==> config.mk <==
export PLATFORM = sky130hd
export DESIGN_NAME = lfsr_seq_arbiter
export DESIGN_NICKNAME = d
export VERILOG_FILES = /design/src/rtl/lfsr_seq_arbiter.sv
export SDC_FILE = /design/constraint.sdc
export NUM_CORES = 1
export LEC_CHECK = 0
export ABC_AREA = 0
export BUFFER_PORTS_ARGS = -buffer_cell sky130_fd_sc_hd__buf_2
export CAP_MARGIN = 40
export CORE_MARGIN = 8
export CORE_UTILIZATION = 30
export DETAILED_ROUTE_END_ITERATION = 10
export PLACE_DENSITY = 0.64
export SLEW_MARGIN = 20
export SYNTH_ARGS = -nofsm -noshare
export SYNTH_HDL_FRONTEND = slang
export SYNTH_SLANG_ARGS = --single-unit
==> constraint.sdc <==
create_clock -name clk -period 2.1 [get_ports clk]
set_input_delay 0.105 -clock clk [delete_from_list [all_inputs] [get_ports clk]]
set_output_delay 0.105 -clock clk [all_outputs]
set_load 0.01 [all_outputs]
==> src/rtl/lfsr_seq_arbiter.sv <==
// lfsr_seq_arbiter: round-robin shares one external LFSR step unit between two requesters,
// optionally reseeding it and streaming COUNT consecutive states per grant on valid/ready.
module lfsr_seq_arbiter #(
    parameter int CNT_W  = 8,
    parameter int DATA_W = 8
) (
    input  logic                clk,
    input  logic                rst_n,
    input  logic [1:0]          req,
    input  logic [2*CNT_W-1:0]  req_count,
    input  logic [2*DATA_W-1:0] req_seed,
    input  logic [1:0]          req_seed_en,
    output logic [1:0]          ack,
    output logic                lfsr_load,
    output logic [DATA_W-1:0]   lfsr_seed,
    output logic                lfsr_step,
    input  logic [DATA_W-1:0]   lfsr_q,
    output logic [DATA_W-1:0]   out_data,
    output logic                out_valid,
    input  logic                out_ready,
    output logic                out_id,
    output logic                out_last,
    output logic                busy
);
    typedef enum logic [2:0] {IDLE, LOAD, STEP, CAPT, WAIT, DONE} state_t;
    state_t              state_q, state_d;
    logic                id_q, id_d, prio_q, prio_d;
    logic [CNT_W-1:0]    cnt_q, cnt_d, cnt_sel;
    logic [DATA_W-1:0]   seed_q, seed_d, data_q, data_d;
    logic                valid_q, valid_d, last_q, last_d;
    logic                load_q, load_d, step_q, step_d, busy_q, busy_d;
    logic [1:0]          ack_q, ack_d;
    logic                gnt;
    // prio_q is the requester that wins when both ask at once
    always_comb begin
        gnt     = (req[0] & req[1]) ? prio_q : req[1];
        cnt_sel = gnt ? req_count[2*CNT_W-1:CNT_W] : req_count[CNT_W-1:0];
        state_d = state_q;
        id_d    = id_q;
        prio_d  = prio_q;
        cnt_d   = cnt_q;
        seed_d  = seed_q;
        data_d  = data_q;
        valid_d = valid_q;
        last_d  = last_q;
        load_d  = 1'b0;
        step_d  = 1'b0;
        ack_d   = 2'b00;
        case (state_q)
            IDLE: if (|req) begin
                id_d    = gnt;
                cnt_d   = cnt_sel;
                seed_d  = gnt ? req_seed[2*DATA_W-1:DATA_W] : req_seed[DATA_W-1:0];
                state_d = (cnt_sel == '0) ? DONE : (req_seed_en[gnt] ? LOAD : STEP);
                ack_d   = (cnt_sel == '0) ? (gnt ? 2'b10 : 2'b01) : 2'b00;
                load_d  = (cnt_sel != '0) && req_seed_en[gnt];
                step_d  = (cnt_sel != '0) && !req_seed_en[gnt];
            end
            LOAD: begin
                state_d = STEP;
                step_d  = 1'b1;
            end
            STEP: state_d = CAPT;
            CAPT: begin
                data_d  = lfsr_q;
                valid_d = 1'b1;
                last_d  = (cnt_q == CNT_W'(1));
                cnt_d   = cnt_q - CNT_W'(1);
                state_d = WAIT;
            end
            WAIT: if (out_ready) begin
                valid_d = 1'b0;
                last_d  = 1'b0;
                state_d = (cnt_q != '0) ? STEP : DONE;
                step_d  = (cnt_q != '0);
                ack_d   = (cnt_q != '0) ? 2'b00 : (id_q ? 2'b10 : 2'b01);
            end
            DONE: begin
                prio_d  = ~id_q;
                state_d = IDLE;
            end
            default: state_d = IDLE;
        endcase
        busy_d = (state_d != IDLE);
    end
    always_ff @(posedge clk or negedge rst_n) begin
        if (!rst_n) begin
            state_q <= IDLE;
            id_q    <= 1'b0;
            prio_q  <= 1'b0;
            cnt_q   <= '0;
            seed_q  <= '0;
            data_q  <= '0;
            valid_q <= 1'b0;
            last_q  <= 1'b0;
            load_q  <= 1'b0;
            step_q  <= 1'b0;
            ack_q   <= 2'b00;
            busy_q  <= 1'b0;
        end else begin
            state_q <= state_d;
            id_q    <= id_d;
            prio_q  <= prio_d;
            cnt_q   <= cnt_d;
            seed_q  <= seed_d;
            data_q  <= data_d;
            valid_q <= valid_d;
            last_q  <= last_d;
            load_q  <= load_d;
            step_q  <= step_d;
            ack_q   <= ack_d;
            busy_q  <= busy_d;
        end
    end
    assign ack       = ack_q;
    assign lfsr_load = load_q;
    assign lfsr_seed = seed_q;
    assign lfsr_step = step_q;
    assign out_data  = data_q;
    assign out_valid = valid_q;
    assign out_id    = id_q;
    assign out_last  = last_q;
    assign busy      = busy_q;
endmodule
# After elaboration in Yosys (flattened, before gate mapping)
# Index checks and enable logic that the tools add are counted.
# word_totals
elab_cells	66
regBits	36
in_bits	47
out_inout_bits	24
# classes
n_lt_le_gt_ge	1
addsub	1
bitwise	2
reduce_logical	14
n_mux	28
n_eq_ne	8
# op_table
cell	count
8-bit two-way mux	3
8-bit one-hot mux with 2 select lines	1
8-bit nonzero test	2
3-bit one-hot mux with 5 select lines	1
2-bit two-way mux	7
3-bit two-way mux	4
8-bit by 1-bit == test with 1-bit output (second input constant)	1
8-bit zero test	1
1-bit two-way mux	8
8-bit by 1-bit subtractor with 8-bit output (second input constant)	1
3-bit by 2-bit == test with 1-bit output (second input constant)	2
3-bit == test (second input constant)	2
2-bit AND reduction	3
2-bit != test (second input constant)	2
1-bit one-hot mux with 2 select lines	2
2-bit one-hot mux with 2 select lines	1
2-bit nonzero test	2
3-bit by 1-bit == test with 1-bit output (second input constant)	1
3-bit zero test	1
1-bit one-hot mux with 3 select lines	1
3-bit nonzero test	1
1-bit logical AND	2
1-bit by 2-bit less-than comparator with 1-bit output (second input constant)	1
2-bit OR reduction	1
other kinds (3)	3

# Logic depth before layout (Yosys ltp)
# depth
depth_word	9
ltp_mapped	6
ltp_nobuf	6

# Least setup slack after synthesis
# OpenSTA, ideal clock, no wires.
# synth_timing
path_type	flip-flop to flip-flop
start	reg cnt_q[4]
end	reg busy_q (netlist: busy)
period_less_slack_ns	1.729
setup_ns	0.139
n_path_buf	0
slack_ns	0.371
path_stages_with_launch	6
arrival_time_ns	1.590
required_ns	1.961
path_cell_list	dfrtp_1 nor4_2 nand3_1 nand3_1 o311ai_1 or4_1
# synth_between
elab_chain_cells	5
# synth_rtl
item	line	rtl
from (decl)	28	logic [CNT_W-1:0] cnt_q, cnt_d, cnt_sel;
from (signal assigned)	104	cnt_q <= cnt_d;
8-bit nonzero test	74	state_d = (cnt_q != '0) ? STEP : DONE;
3-bit two-way mux	74	
3-bit two-way mux	71	WAIT: if (out_ready) begin
3-bit one-hot mux with 5 select lines	49	case (state_q)
3-bit nonzero test	84	busy_d = (state_d != IDLE);
net busy_d	31	logic load_q, load_d, step_q, step_d, busy_q, busy_d;
to (signal assigned)	112	busy_q <= busy_d;
to (decl)	31	
# The timed path passes the listed nets, and every way through them passes these cells.
# A chain may end at the register's enable or synchronous reset.

# Worst setup path in the final report
# layout_timing
start	reg state_q[2]
end	reg cnt_q[5]
# layout_between
elab_chain_cells	3
word_cells_on_any_way	6
classes_between	2 x eq/ne; 1 x mux; 3 x reduce/logical
# layout_rtl
item	line	rtl
from (decl)	26	state_t state_q, state_d;
from (signal assigned)	101	state_q <= state_d;
3-bit by 2-bit == test with 1-bit output or 3-bit zero test (tied branches)	49	
2-bit nonzero test (no source line) or 2-bit != test (tied branches)	--	
2-bit AND reduction (no source line)	--	
# Several ways; a longest one is shown, not always the timed one.

==> impl_metrics.json <==
{
  "vias": 1659,
  "dieHeight_um": 93.6,
  "finalSetupViolCount": 0,
  "slew_headroom_pct": 69.3,
  "cts_setup_buffers": 0,
  "grt_pass1_wl_um": 8030,
  "crit_fanout": 6,
  "grt_overflow": 0,
  "crit_type": "flop to flop",
  "grtUsageTotal_pct": 11.3,
  "antenna_found_initial": 0,
  "clkTransAtPathRegs_ns": 0.07,
  "hold_violations": 0,
  "synth.avg_cell_area_um2": 9.82,
  "synth_cell_types": 45,
  "postSynth.topFlopCell": "dfrtp_1",
  "grt_pass1_vias": 1661,
  "irDropWorstVdd_mv": 0.550,
  "synth-edff-count": 0,
  "cp_data_required_time_ns": 2.23,
  "grt_max_degree": 37,
  "power.density_nw_per_um2": 1300,
  "ys_warn_count": 0,
  "synth-xor-area-share_pct": 0.485,
  "die_width_um": 93.6,
  "syn_nets": 234,
  "rsz0062_at_grt": "false",
  "hp-class": "input port to flop",
  "switching_share_pct": 40.2,
  "finalNonFillerCells": 339,
  "power.leakage_uw": 0.00122,
  "crit_path_start_kind": "flop",
  "dp_cells": 330,
  "dp_hpwl_um": 3930,
  "min_from": "lfsr_q[3]",
  "max_freq_mhz": 537,
  "wire_per_inst_um": 14.5,
  "gp_congestion": 0.827,
  "wirelength_um": 4910,
  "crit_chain": "and2b_2, nand2_2, or4_4, o311ai_0, o211ai_1",
  "h-tree-depth": 2,
  "syn2layout_area_growth_pct": 32.8,
  "drt_iter0_markers": 74,
  "synthAdderAreaFrac_pct": 2.08,
  "status": "finished, final reports clean",
  "synth_compound_area_share_pct": 14.7,
  "start_util_pct": 30.7,
  "drcViolationCount": 0,
  "synthSimpleGateAreaFrac_pct": 24.0,
  "startpoint": "state_q[2]",
  "postSynth.asyncResetShare_pct": 100,
  "p_int_uw": 1870,
  "finalCritPeriodShare_pct": 88.7,
  "drtPass1Iterations": 4,
  "synthCells": 184,
  "cpMaxStageDelayCell": "or4_4",
  "core_area_um2": 5890,
  "cp-end-kind": "flop",
  "slew_viol_final": 0,
  "cpPeakStageDelay_ns": 0.45,
  "power_frac_seq_pct": 40.5,
  "diodes": 0,
  "synth_top_family_by_area": "simple AND/OR/NAND/NOR gates",
  "dieArea_um2": 8760,
  "nets": 314,
  "fillers": 618,
  "io_buffers": 70,
  "synth_mux_area_share_pct": 6.37,
  "io_pins": 71,
  "worst_slew_pin_slew_ns": 0.460,
  "fin_crit_ns": 1.86,
  "numCtsBuffers": 5,
  "yosys_register_bits": 36,
  "maxCapViolations": 0,
  "drive_above_1_share_pct": 37.5,
  "r2r_start": "state_q[2]",
  "combPwrFrac_pct": 45.2,
  "p_switching_uw": 1260,
  "cts.path.max_buffers": 2,
  "cts_tree": "done",
  "final_antenna_net_count": 0,
  "finalClockSkew_ns": 0.00691,
  "cts_root_buf": "clkbuf_8",
  "std_cell_rows": 28,
  "tns_ns": 0,
  "worst_skew_pair.late_latency_ns": 0.28,
  "clock_sinks": 36,
  "via_per_inst": 4.89,
  "clkPwrFrac_pct": 14.3,
  "seq_area_frac_synth_pct": 49.9,
  "syn-cell-area_um2": 1810,
  "cp.arrival_ns": 2.00
}
final timing paths:
path                            slack, ns            to  depth (start not counted)
worst max-delay path                 0.24      cnt_q[5]                          5
worst min-delay path                 0.02   out_data[3]                          3
worst max register to register       0.24      cnt_q[5]                          5
worst min register to register       0.46  lfsr_seed[5]                          2
max in group asynchronous            1.35   out_data[6]                          3
min in group asynchronous            0.31    state_q[2]                          2
cell families (layout without fill, tap and decap cells):
| logic type | Yosys count | count (layout) |
|---|---|---|
| fa+ha+maj | 3 | 3 |
| mux | 10 | 10 |
| flops | 36 | 36 |
| compound gates | 35 | 35 |
| simple gates | 88 | 88 |
| xor+xnor | 1 | 1 |
| buf+inv | 11 | 91 |
synthesized netlist by cell type (all sizes together), types with 2 or more instances:
cell type,number,area [µm²]
nand2,52,198
dfrtp,36,901
nor2,9,33.8
a32oi,8,70.1
mux2i,8,92.6
nor4,7,68.8
nand3,6,30.0
o21ai,6,33.8
or4,5,41.3
buf,4,18.8
clkbuf,4,15.0
ha,3,37.5
inv,3,11.3
o211ai,3,22.5
o311ai,3,26.3
a21o,2,15.0
a21oi,2,10.0
mux2,2,22.5
o221ai,2,17.5
o22ai,2,12.5
critical path: cells and delay by family, from the launching register on:
family | cells | cell delay [ns]
compound gates | 2 | 0.49
simple gates | 3 | 0.79
flops | 1 | 0.44
repair_timing:
action / 4_1_cts / 5_1_grt
endpoints found under the hold margin: 36 / 0
hold buffers: 1 / 0
gates resized for setup: 0 / 0
layout by cell type (no fill, tap or decap), types with 4 or more instances in the layout:
cell and count:
a32oi_1 8, buf_2 70, buf_4 9, clkbuf_8 5, dfrtp_1 36, mux2i_1 7, nand2_1 51, nand3_1 6
nor2_1 9, nor4_2 4, o21ai_0 4, or4_1 4
metrics by stage:
stage	util [%]	total power, µW	setup slack [ns]	area [µm²]	hold WS (ns)
6_report	40.8	3130	0.236	2400	0.0199
5_1_grt	40.8	3420	0.116	2400	0.0123
4_1_cts	40.3	3170	0.246	2370	0.00824
3_5_place_dp	38.8	2700	0.258	2280	0.242
3_3_place_gp	38.8	2660	0.248	2280	0.242
2_1_floorplan	-	2120	0.371	1810	-0.191
power groups by stage:
stage / Clock, µW / Combinational (µW) / Sequential (µW)
after floorplan: 0 / 807 / 1310
after global placement: 0 / 1400 / 1260
after detailed placement: 0 / 1430 / 1270
after CTS: 470 / 1440 / 1260
after global routing: 505 / 1610 / 1310
final: 447 / 1420 / 1270
registers in the layout (all words and copies together) (netlist names):
signal,cells
prio_q,1
ack,2
lfsr_seed,8
lfsr_load,1
out_last,1
busy,1
cnt_q,8
out_valid,1
lfsr_step,1
out_id,1
out_data,8
state_q,3
layout make-up:
| cell class | instances | area [µm²] | area share, % |
|---|---|---|---|
| Timing Repair Buffer | 81 | 455 | 19.0 |
| Inverter | 3 | 11.3 | 0.469 |
| Tap cell | 75 | 93.8 | 3.91 |
| Multi-Input combinational cell | 137 | 861 | 35.9 |
| Clock buffer | 6 | 72.6 | 3.02 |
| Sequential cell | 36 | 901 | 37.5 |
| Clock inverter | 1 | 5.00 | 0.209 |
metal layers:
metal | global-route usage (%) | routed length, µm | vias to the layer above
met5 | 0 | 0 | -
met4 | 2.91 | 18 | 0
met3 | 3.61 | 376 | 2
met2 | 17.5 | 2230 | 54
met1 | 15.0 | 2290 | 778
li1 | - | - | 825
Power figures use the tool's default switching activity.
